===== config.mk =====
export PLATFORM = sky130hd
export DESIGN_NAME = mc_control_unit
export DESIGN_NICKNAME = d
export VERILOG_FILES = /design/src/rtl/mc_control_unit.sv
export SDC_FILE = /design/constraint.sdc
export NUM_CORES = 1
export LEC_CHECK = 0
export ABC_CLOCK_PERIOD_IN_PS = 4400
export CAP_MARGIN = 25
export CORE_MARGIN = 2
export CORE_UTILIZATION = 50
export CTS_BUF_LIST = sky130_fd_sc_hd__clkbuf_2
export DETAILED_ROUTE_END_ITERATION = 16
export PLACE_DENSITY = 0.95
export SLEW_MARGIN = 40
export SYNTH_ARGS = -nofsm -noshare
export SYNTH_HDL_FRONTEND = slang
export SYNTH_SLANG_ARGS = --single-unit

===== constraint.sdc =====
create_clock -name Clk -period 4.4 [get_ports Clk]
set_input_delay 0.88 -clock Clk [delete_from_list [all_inputs] [get_ports Clk]]
set_output_delay 0.88 -clock Clk [all_outputs]
set_load 0.1 [all_outputs]

===== src/rtl/mc_control_unit.sv =====
// Multi-cycle control FSM for the MIPS-subset datapath: sequences IF/ID/EXE/MEM/WB
// and drives every datapath select and enable, stalling on Mem_Rdy.
//
// state | meaning
// IF    | fetch: read memory at PC, load PC+4 and IR once Mem_Rdy
// ID    | decode: latch Op/Func, precompute branch target, retire j
// EXE   | ALU operation / address calc / beq compare
// MEM   | lw/sw data access, held until Mem_Rdy
// WB    | register-file write
// HALT  | illegal opcode trap, left only through reset
module mc_control_unit #(
    parameter bit TRAP_EN = 1'b0
) (
    input  logic       Clk,
    input  logic       Clrn,
    input  logic [5:0] Op,
    input  logic [5:0] Func,
    input  logic       Z,
    input  logic       Mem_Rdy,
    output logic       PCWrite,
    output logic       IRWrite,
    output logic       IorD,
    output logic       MemRead,
    output logic       MemWrite,
    output logic       ALUSrcA,
    output logic [1:0] ALUSrcB,
    output logic [2:0] ALUC,
    output logic [1:0] PCSource,
    output logic       RegDst,
    output logic       MemtoReg,
    output logic       RegWrite,
    output logic [2:0] State,
    output logic       Halt
);
    typedef enum logic [2:0] {
        S_IF   = 3'd0,
        S_ID   = 3'd1,
        S_EXE  = 3'd2,
        S_MEM  = 3'd3,
        S_WB   = 3'd4,
        S_HALT = 3'd7
    } state_t;

    localparam logic [5:0] OP_R    = 6'b000000;
    localparam logic [5:0] OP_ADDI = 6'b001000;
    localparam logic [5:0] OP_ORI  = 6'b001101;
    localparam logic [5:0] OP_LW   = 6'b100011;
    localparam logic [5:0] OP_SW   = 6'b101011;
    localparam logic [5:0] OP_BEQ  = 6'b000100;
    localparam logic [5:0] OP_J    = 6'b000010;

    state_t     state;
    logic [5:0] op_q;
    logic [5:0] func_q;

    // ID decodes the live IR fields; later states use the copy taken in ID
    logic [5:0] dec_op;
    logic [5:0] dec_func;
    assign dec_op   = (state == S_ID) ? Op   : op_q;
    assign dec_func = (state == S_ID) ? Func : func_q;

    logic       is_r, is_addi, is_ori, is_lw, is_sw, is_beq, is_j, func_ok, legal;
    logic [2:0] r_aluc;

    always_comb begin
        is_r    = (dec_op == OP_R);
        is_addi = (dec_op == OP_ADDI);
        is_ori  = (dec_op == OP_ORI);
        is_lw   = (dec_op == OP_LW);
        is_sw   = (dec_op == OP_SW);
        is_beq  = (dec_op == OP_BEQ);
        is_j    = (dec_op == OP_J);
        func_ok = 1'b1;
        r_aluc  = 3'b000;
        case (dec_func)
            6'b100000: r_aluc = 3'b000;
            6'b100010: r_aluc = 3'b001;
            6'b100100: r_aluc = 3'b010;
            6'b100101: r_aluc = 3'b011;
            default:   func_ok = 1'b0;
        endcase
        legal = (is_r && func_ok) || is_addi || is_ori || is_lw || is_sw || is_beq || is_j;
    end

    always_ff @(posedge Clk) begin
        if (!Clrn) begin
            state  <= S_IF;
            op_q   <= 6'd0;
            func_q <= 6'd0;
        end else begin
            case (state)
                S_IF:  if (Mem_Rdy) state <= S_ID;
                S_ID: begin
                    op_q   <= Op;
                    func_q <= Func;
                    if (!legal)    state <= TRAP_EN ? S_HALT : S_IF;
                    else if (is_j) state <= S_IF;
                    else           state <= S_EXE;
                end
                S_EXE: begin
                    if (is_beq)             state <= S_IF;
                    else if (is_lw || is_sw) state <= S_MEM;
                    else                    state <= S_WB;
                end
                S_MEM: if (Mem_Rdy) state <= is_lw ? S_WB : S_IF;
                S_WB:   state <= S_IF;
                S_HALT: state <= S_HALT;
                default: state <= S_IF;
            endcase
        end
    end

    always_comb begin
        PCWrite  = 1'b0;
        IRWrite  = 1'b0;
        IorD     = 1'b0;
        MemRead  = 1'b0;
        MemWrite = 1'b0;
        ALUSrcA  = 1'b0;
        ALUSrcB  = 2'b00;
        ALUC     = 3'b000;
        PCSource = 2'b00;
        RegDst   = 1'b0;
        MemtoReg = 1'b0;
        RegWrite = 1'b0;
        State    = state;
        Halt     = 1'b0;
        case (state)
            S_IF: begin
                MemRead = 1'b1;
                ALUSrcB = 2'b01;
                PCWrite = Mem_Rdy;
                IRWrite = Mem_Rdy;
            end
            S_ID: begin
                ALUSrcB = 2'b11;
                if (is_j) begin
                    PCWrite  = 1'b1;
                    PCSource = 2'b10;
                end
            end
            S_EXE: begin
                ALUSrcA = 1'b1;
                if (is_r) begin
                    ALUC = r_aluc;
                end else if (is_beq) begin
                    ALUC     = 3'b001;
                    PCSource = 2'b01;
                    PCWrite  = Z;
                end else begin
                    ALUSrcB = 2'b10;
                    if (is_ori) ALUC = 3'b011;
                end
            end
            S_MEM: begin
                IorD     = 1'b1;
                MemRead  = is_lw;
                MemWrite = is_sw;
            end
            S_WB: begin
                RegWrite = 1'b1;
                RegDst   = is_r;
                MemtoReg = is_lw;
            end
            S_HALT: Halt = 1'b1;
            default: ;
        endcase
    end
endmodule

==> impl_metrics.tcl, run 1 <==
set metrics [dict create \
    seqCellArea_um2 300.3 \
    cts_buffer_depth 2 \
    gp_congestion 0.8457 \
    rows 16 \
    maxSlewViolCount 0 \
    start_util_pct 52.61 \
    wl_um 2644 \
    yosys_warnings 0 \
    vias 1187 \
    dieArea_mm2 0.002444 \
    dp_hpwl_um 2058 \
    max_slew_margin_pct 59.08 \
    powerDensity_mw_per_mm2 232.2 \
    fill_cells 183 \
    fmaxAchievable_ghz 0.2699 \
    synth_ff_type "dfxtp_1" \
    syn_avg_cell_area_um2 7.168 \
    status "completed" \
    finish.instance_area_mm2 0.001368 \
    core_mm2 0.001962 \
    place_area_mm2 0.001348 \
    numCtsBuffers 3 \
    synth.most_common_cell "nand2_1" \
    ys_seq_area_share_pct 29.09 \
    insertion_delay_ps 290 \
    viasPerCell 5.876 \
    drv_cap 0 \
    postCtsResizedCells 0 \
    areaGrowthSynthToFinish_pct 32.48 \
    drt-initial-drc-count 25 \
    postSynthCellCount 144 \
    antenna_found_initial 0 \
    dr.pass1.iters 4 \
    yosys.area.top_type "dfxtp_1" \
    rsz0062_at_grt "no" \
    synth-compound-area-share_pct 20.36 \
    numPlacedInstances 198 \
    ir_drop_v 0.0002319 \
    worstPathRequired_ps 3520 \
    grt-ovfl-total 0 \
    critPathArrivalTime_ps 2820 \
    post_synth_and_or_nand_nor_area_fraction_pct 41.33 \
    grt_util_all_layers_pct 22.69 \
    final_nets 192 \
    syn-num-nets 160 \
    synth_async_sr_flop_share_pct 0 \
    reg2reg_setup_slack_ps 2190 \
    drive_above_1_share_pct 22.29 \
    power_leakage_nw 0.5531 \
    cts.clk_slew.worst_paths_ps 140 \
    hp-class "flop to flop" \
    period_minus_slack_ps 3705 \
    fp.dieH_um 49.44 \
    synthXorXnorAreaFrac_pct 0 \
    postCtsSetupRepairBufs 0 \
    ctsRootBufferMaster "clkbuf_2" \
    drc 0 \
    synth_top_family_by_area "simple AND/OR/NAND/NOR gates" \
    grt_pass1_vias 1045 \
    yosysTopAreaCellShare_pct 29.09 \
    synth_common_cells "nand2_1 (29), dfxtp_1 (15), a21oi_1 (14), nor2_1 (11), inv_1 (6)" \
    synth_area_mm2 0.001032 \
    muxShareOfSynthArea_pct 3.030 \
    grt_pass1_wl_um 4388 \
    cp-start-kind "primary input" \
    grt_max_degree 19 \
    critical_path_class "primary input to output port" \
    placement.io_buffers 34 \
    whs_ps 465.3 \
    die_width_um 49.44 \
    cts_sinks 15 \
    drtAntennaViolNets 0 \
    multi_input_area_um2 693.2 \
    end_kind "output port" \
    fin_crit_sh_pct 84.20 \
    final-setup-viol-count 0 \
    htree_levels 1 \
    pin_count 36 \
    tightest_slew_ps 613.8 \
    antenna_cells 0 \
    ys_types 41 \
    hold_violations 0 \
    clock_skew_ps 2.450 \
    finalPower_mw 0.3176 \
    synth.top_cells.by_area "dfxtp_1 (29%), nand2_1 (11%), a21oi_1 (6.8%)" \
    synth-seq-cells 15 \
    fin_cells 202 \
    cp_max_fo 3 \
    ctsHoldBuffers 0 \
    synthAdderAreaFrac_pct 0 \
    synth_edf_count 0 \
    wl_per_cell_um 13.09 \
    cts_tree "done" \
]
-- final timing paths --
kind / start / to / depth (start not counted)
max reg2reg: State[0] / State[1] / 4
min reg2reg: func_q[5] / func_q[5] / 2
max: Func[5] / ALUC[0] / 6
min: func_q[5] / func_q[5] / 2
-- per-stage QoR --
stage	setup slack [ps]	TNS [ps]	util [%]
after CTS	706.5	0	69.71
after global routing	618.9	0	69.71
after floorplan	-11.30	-11.30	-
after detailed placement	718.7	0	68.69
final	695.1	0	69.71
after global placement	790.3	0	71.49
-- cell usage in the layout, fill, tap and decap left out, types with 3 or more instances in the layout --
| cell type | count |
|---|---|
| dfxtp_1 | 15 |
| clkbuf_2 | 3 |
| buf_4 | 7 |
| a211oi_1 | 4 |
| a21oi_1 | 14 |
| nand2b_1 | 4 |
| nand2_1 | 29 |
| and4_1 | 3 |
| and2_1 | 3 |
| clkdlybuf4s50_1 | 15 |
| nor2_1 | 10 |
| nand3_1 | 3 |
| or2_2 | 4 |
| inv_1 | 6 |
| nor3b_1 | 3 |
| buf_2 | 11 |
-- report_power, final --
part	total (mW)	switching, mW	leakage, nW	internal (mW)
Sequential	0.149	0.00688	0.122	0.142
Clock	0.0667	0.0462	0.0164	0.0206
Combinational	0.102	0.0672	0.414	0.0348
-- critical path: stages --
cell and delay, ps:
clkdlybuf4s50_1 460, or3b_2 450, mux2i_1 240, o21ai_0 170
a311oi_2 400, buf_12 220
-- metal layers --
metal	vias to the layer above	GRT usage (%)	part of all wire (%)	routed length, µm
li1	581	-	-	-
met1	538	25.00	42	1123
met2	55	40.54	48	1258
met3	13	3.988	6.8	179
met4	0	12.96	3.1	81
met5	-	0	0	0
-- sequential cells by signal, indices dropped and copies added (netlist names) --
| name | count |
|---|---|
| State | 3 |
| func_q | 6 |
| op_q | 6 |
-- cells by family (layout without fill, tap and decap cells) --
kind of cell,Yosys count,after routing
flops,15,15
other cells,1,1
simple gates,79,79
mux,3,3
compound gates,32,32
buf+inv,14,45
-- area by class of cell --
type	count	area share, %
multi-input cells	115	50.69
flip-flops and latches	15	21.96
repair buffers	35	21.77
well taps	27	2.470
inverters	6	1.647
clock buffers	3	1.098
clock inverters	1	0.3660
(Power assumes the default switching activity.)
==> run 2, diff against run 1 <==
ABC_CLOCK_PERIOD_IN_PS = 3300   (was 4400)
CORE_UTILIZATION = 42   (was 50)
PLACE_DENSITY = 0.88   (was 0.95)
clock period = 3.3 ns   (was 4.4 ns; I/O delays follow)
==> impl_metrics.tcl, run 2 (synthesis results as in run 1) <==
set metrics [dict create \
    setup_tns_ps 0 \
    grt_pass1_vias 1056 \
    drtAntennaViolNets 0 \
    grt_util_all_layers_pct 21.54 \
    cts_sinks 15 \
    drive_above_1_share_pct 27.84 \
    fin_crit_sh_pct 96.85 \
    fin_cells 204 \
    cts.clk_slew.worst_paths_ps 150 \
    antenna_cells 0 \
    postCtsSetupRepairBufs 0 \
    core_mm2 0.002276 \
    r2r_end "State[1]" \
    finish.instance_area_mm2 0.001519 \
    drc 0 \
    worstPathRequired_ps 2640 \
    end_kind "output port" \
    powerDensity_mw_per_mm2 289.8 \
    start_util_pct 45.35 \
    wl_per_cell_um 13.76 \
    fill_cells 192 \
    final-setup-viol-count 0 \
    grt-ovfl-total 0 \
    place_area_mm2 0.001495 \
    dieArea_mm2 0.002870 \
    hold_violations 0 \
    areaGrowthSynthToFinish_pct 47.15 \
    finalPower_mw 0.4403 \
    vias 1155 \
    viasPerCell 5.662 \
    status "completed" \
    whs_ps 465.8 \
    top_layer "met4" \
    placement.io_buffers 34 \
    rsz0062_at_grt "no" \
    clock_skew_ps 5.926 \
    period_minus_slack_ps 3196 \
    wl_met3_um 151 \
    ctsRootBufferMaster "clkbuf_2" \
    final_common_cell "nand2_1" \
    dp_hpwl_um 2195 \
    power_leakage_nw 0.5662 \
    gp_congestion 0.8426 \
    r2r-start "State[0]" \
    cp_max_fo 3 \
    critPathArrivalTime_ps 2540 \
    grt_max_degree 18 \
    multi_input_area_um2 745.7 \
    hold_start "func_q[4]" \
    antenna_found_initial 0 \
    met1Wirelength_um 1146 \
    cp-start-kind "primary input" \
    drv_cap 0 \
    die_width_um 53.58 \
    fp.dieH_um 53.58 \
    hp-class "flop to flop" \
    wl_met2_um 1463 \
    setup_slack_ps 103.9 \
    cts_buffer_depth 2 \
    mostFrequentLayoutCells "nand2_1 (29), clkdlybuf4s50_1 (15), buf_4 (15)" \
    ir_drop_v 0.0002036 \
    maxSlewViolCount 0 \
    htree_levels 1 \
    final_nets 193 \
    numCtsBuffers 3 \
    numPlacedInstances 200 \
    rr_worst_depth 5 \
    dr.pass1.iters 4 \
    holdPathEnd "func_q[4]" \
    pin_count 36 \
    drt-initial-drc-count 24 \
    post-route-util_pct 66.74 \
    wl_um 2808 \
    cts_tree "done" \
    fmaxAchievable_ghz 0.3129 \
    dp_slack_ps 38.89 \
    rows 17 \
    reg2reg_setup_slack_ps 1210 \
    critical_path_class "primary input to output port" \
    insertion_delay_ps 290 \
    seqCellArea_um2 309.0 \
    hold_depth 2 \
    grt_pass1_wl_um 4533 \
]
run 2: changes by cell type in the layout (fill, tap and decap cells not counted), sizes merged:
cell,previous run,this run
inv,6,5
clkinvlp,0,1
clkinv,1,0
clkbuf,3,4
buf,20,21
run 2: report_power, final:
part           leakage (nW)  internal, mW  switching, mW  total (mW)
sequential            0.124         0.188         0.0100       0.198
clock                0.0166        0.0321         0.0607      0.0928
combinational         0.425        0.0558         0.0933       0.149
total                 0.566         0.276          0.164       0.440
run 2: final cells by class:
type | count | area share, %
Sequential cell | 15 | 20.35
Multi-Input combinational cell | 115 | 49.09
Timing Repair Buffer | 36 | 25.21
Clock buffer | 4 | 1.318
Inverter | 6 | 1.730
Tap cell | 28 | 2.306
run 2: worst max-delay path, stage by stage:
cell	delay, ps
clkdlybuf4s50_1	470
or3b_2	470
mux2i_2	220
o21ai_1	140
a311oi_4	350
buf_12	210
run 2: repair_timing:
item,CTS,global route
pin swaps,0,0
setup endpoints to repair,1,1
hold buffers,0,0
resized for setup,1,1
run 2: worst max-delay path by stage:
stage	start	endpoint	slack (ps)	depth (start not counted)
6_report	Func[5]	ALUC[0]	100	6
5_1_grt	Func[5]	ALUC[0]	40	6
4_1_cts	Func[5]	ALUC[0]	40	6
3_5_place_dp	Func[5]	ALUC[0]	40	6
3_3_place_gp	Func[5]	ALUC[0]	80	6
2_1_floorplan	State[0]	PCWrite	10	6
run 2: metal layers:
layer	global-route usage (%)	up-vias
met5	0	-
met4	8.547	0
met3	2.222	8
li1	-	576
met1	25.81	533
met2	39.09	38
==> run 3, diff against run 2 <==
ABC_CLOCK_PERIOD_IN_PS = unset   (was 3300)
==> results of run 3 <==
Final layout, timing and power as in run 2 (identical DEF).
==> variant, RTL diff (flow settings as in run 3) <==
`TRAP_EN`: 1'b0 -> 1'b1.
--- a/src/rtl/mc_control_unit.sv
+++ b/src/rtl/mc_control_unit.sv
@@ -11,3 +11,3 @@
 module mc_control_unit #(
-    parameter bit TRAP_EN = 1'b0
+    parameter bit TRAP_EN = 1'b1
 ) (
Behaviour: not the same (a bounded check fails within 4 cycles, from zero or initial values).
==> variant against run 3 <==
Final area is 0.91% higher. Setup slack better by 0.028 ns. Synthesized area is 8.2% higher. Core utilization is 5.4 points lower. Die area is 7.6% higher. Register-to-register slack better by 0.16 ns. Critical path depth stayed put. Sequential cell count stayed put. Wire length is 4.7% higher. Count of clock-buffer cells in the layout stayed put.
Power is not compared: it rests on default switching activity, and its combinational part moved more than twofold at a synthesized area within 25%.
==> variant: results (changes against run 3) <==
final_layout:
  fin_nets: 193  # unchanged
  fill_cells: 227  # was 192
  final_layout_size_suffix_gt1_frac: 0.239  # was 0.278
  antenna_cells: 0  # unchanged
clock_tree:
  cts_resized: 0  # was 1
  cts_max_level: 1  # unchanged
  cts_buffer_depth: 2  # unchanged
  path_clk_slew_ns: 0.14
  postCtsSetupRepairBufs: 0  # unchanged
  clock_latency_ns: 0.30
  cts_made_buffers: 3  # unchanged
  clock-root-buffer: "clkbuf_2"  # unchanged
placement:
  pre_cts_ws_ns: 0.187  # was 0.0389 ns
  io_buffer_count: 34  # unchanged
  dp_hpwl_mm: 2.25  # was 2.19 mm
  gp_congestion: 0.960  # was 0.843
  dpl-instance-area_sq_um: 1510  # was 1500 sq um
routing:
  dr.pass1.iters: 5  # was 4
  routedWlPerCell_microns: 14.3  # was 13.8 microns
  drt_iter0_drc: 53  # was 24
  via_per_inst: 5.84  # was 5.66
synthesis:
  synthArstFlopShare: 0  # unchanged
  yosys.area_share.xor_xnor: 0.00784  # was 0
  synth-compound-area-share: 0.228  # was 0.204
  yosys.cell_types.count: 46  # was 41
  synthMuxAreaShare: 0.0370  # was 0.0303
  synthAdderAreaFrac: 0  # unchanged
  yosys_warnings: 0  # unchanged
  yosysSeqAreaShare: 0.269  # was 0.291
  synth_commonest_cells: "nand2_1, dfxtp_1, nor2_1, a21oi_1, inv_1"  # was nand2_1, dfxtp_1, a21oi_1, nor2_1, inv_1
  synthTopCellsByArea: "dfxtp_1, nand2_1, a21boi_1"  # was dfxtp_1, nand2_1, a21oi_1
  synth_fp_nets: 161  # was 160
critical_path:
  slowest_stage: "clkdlybuf4s50_1"  # unchanged
  critPathMaxStageDelay_ns: 0.47  # about the same
  crit_arrival_ns: 2.51  # was 2.54 ns
  crit_fanout: 5  # was 3
  reg2reg_slack_ns: 1.37  # was 1.21 ns
pwr:
  ir_drop_v: 0.000593
  leakagePower_nw: 0.588
  swShare: 0.603
sta:
  worstMarginPinSlew_ns: 0.523
  finClkSkew_ns: 0.00963  # was 0.00593 ns
  timing.hold.ws_ns: 0.466  # about the same
  fmax_mhz: 316  # was 313 MHz
global_route:
  grt_pass1_wl_mm: 4.45  # was 4.53 mm
  grt_pass1_vias: 1042  # was 1056
  grtUsageTotal: 0.177  # was 0.215
  grt_max_degree: 21  # was 18
  antenna_found_initial: 0  # unchanged
status:
  status: "finished, final reports clean"  # unchanged
worst_hold_path:
  min-delay-path-class: "reg -> reg"  # unchanged
## variant: layout make-up
class	instances	area, sq um	share of cell area
multi-input combinational	114	791	0.516
sequential	15	300	0.196
clock buffer	4	20.0	0.0131
timing repair buffer	36	358	0.233
tap	30	37.5	0.0245
inverter	7	26.3	0.0171
## variant: final timing paths
check	start	endpoint	depth (start not counted)
max	Op[1]	ALUC[1]	6
min	func_q[5]	func_q[5]	2
max reg2reg	State[2]	State[0]	4
min reg2reg	func_q[5]	func_q[5]	2
## variant: metrics by stage
stage / TNS [ns] / cells
3_5_place_dp: 0 / 202
3_3_place_gp: 0 / 202
5_1_grt: 0 / 206
4_1_cts: 0 / 206
6_report: 0 / 206
2_1_floorplan: -1.36 / 145
## variant: layer usage
metal  global-route usage  routed length [microns]
met1                0.228                     1270
met5                    0                        0
met4               0.0523                       50
met2                0.287                     1420
met3               0.0512                      192
## variant: cells by family after synthesis
logic type                Yosys count
DFF                                15
and+or+nand+nor                    75
AOI/OAI and AO/OA                  33
buffers and inverters              16
xor gates and xnor gates            1
muxes                               4
other                               1
## variant: critical path, delay by kind of cell
kind | cells | cell delay [ns]
AOI/OAI and AO/OA | 2 | 0.55
buffers and inverters | 2 | 0.67
and+or+nand+nor | 2 | 0.63
## variant: power groups by stage
stage | clock, mW | combinational (mW) | sequential, mW
2_1_floorplan | 0 | 0.634 | 0.340
3_3_place_gp | 0 | 0.815 | 0.299
3_5_place_dp | 0 | 0.823 | 0.304
4_1_cts | 0.0984 | 0.825 | 0.300
5_1_grt | 0.105 | 0.867 | 0.307
6_report | 0.0949 | 0.827 | 0.301
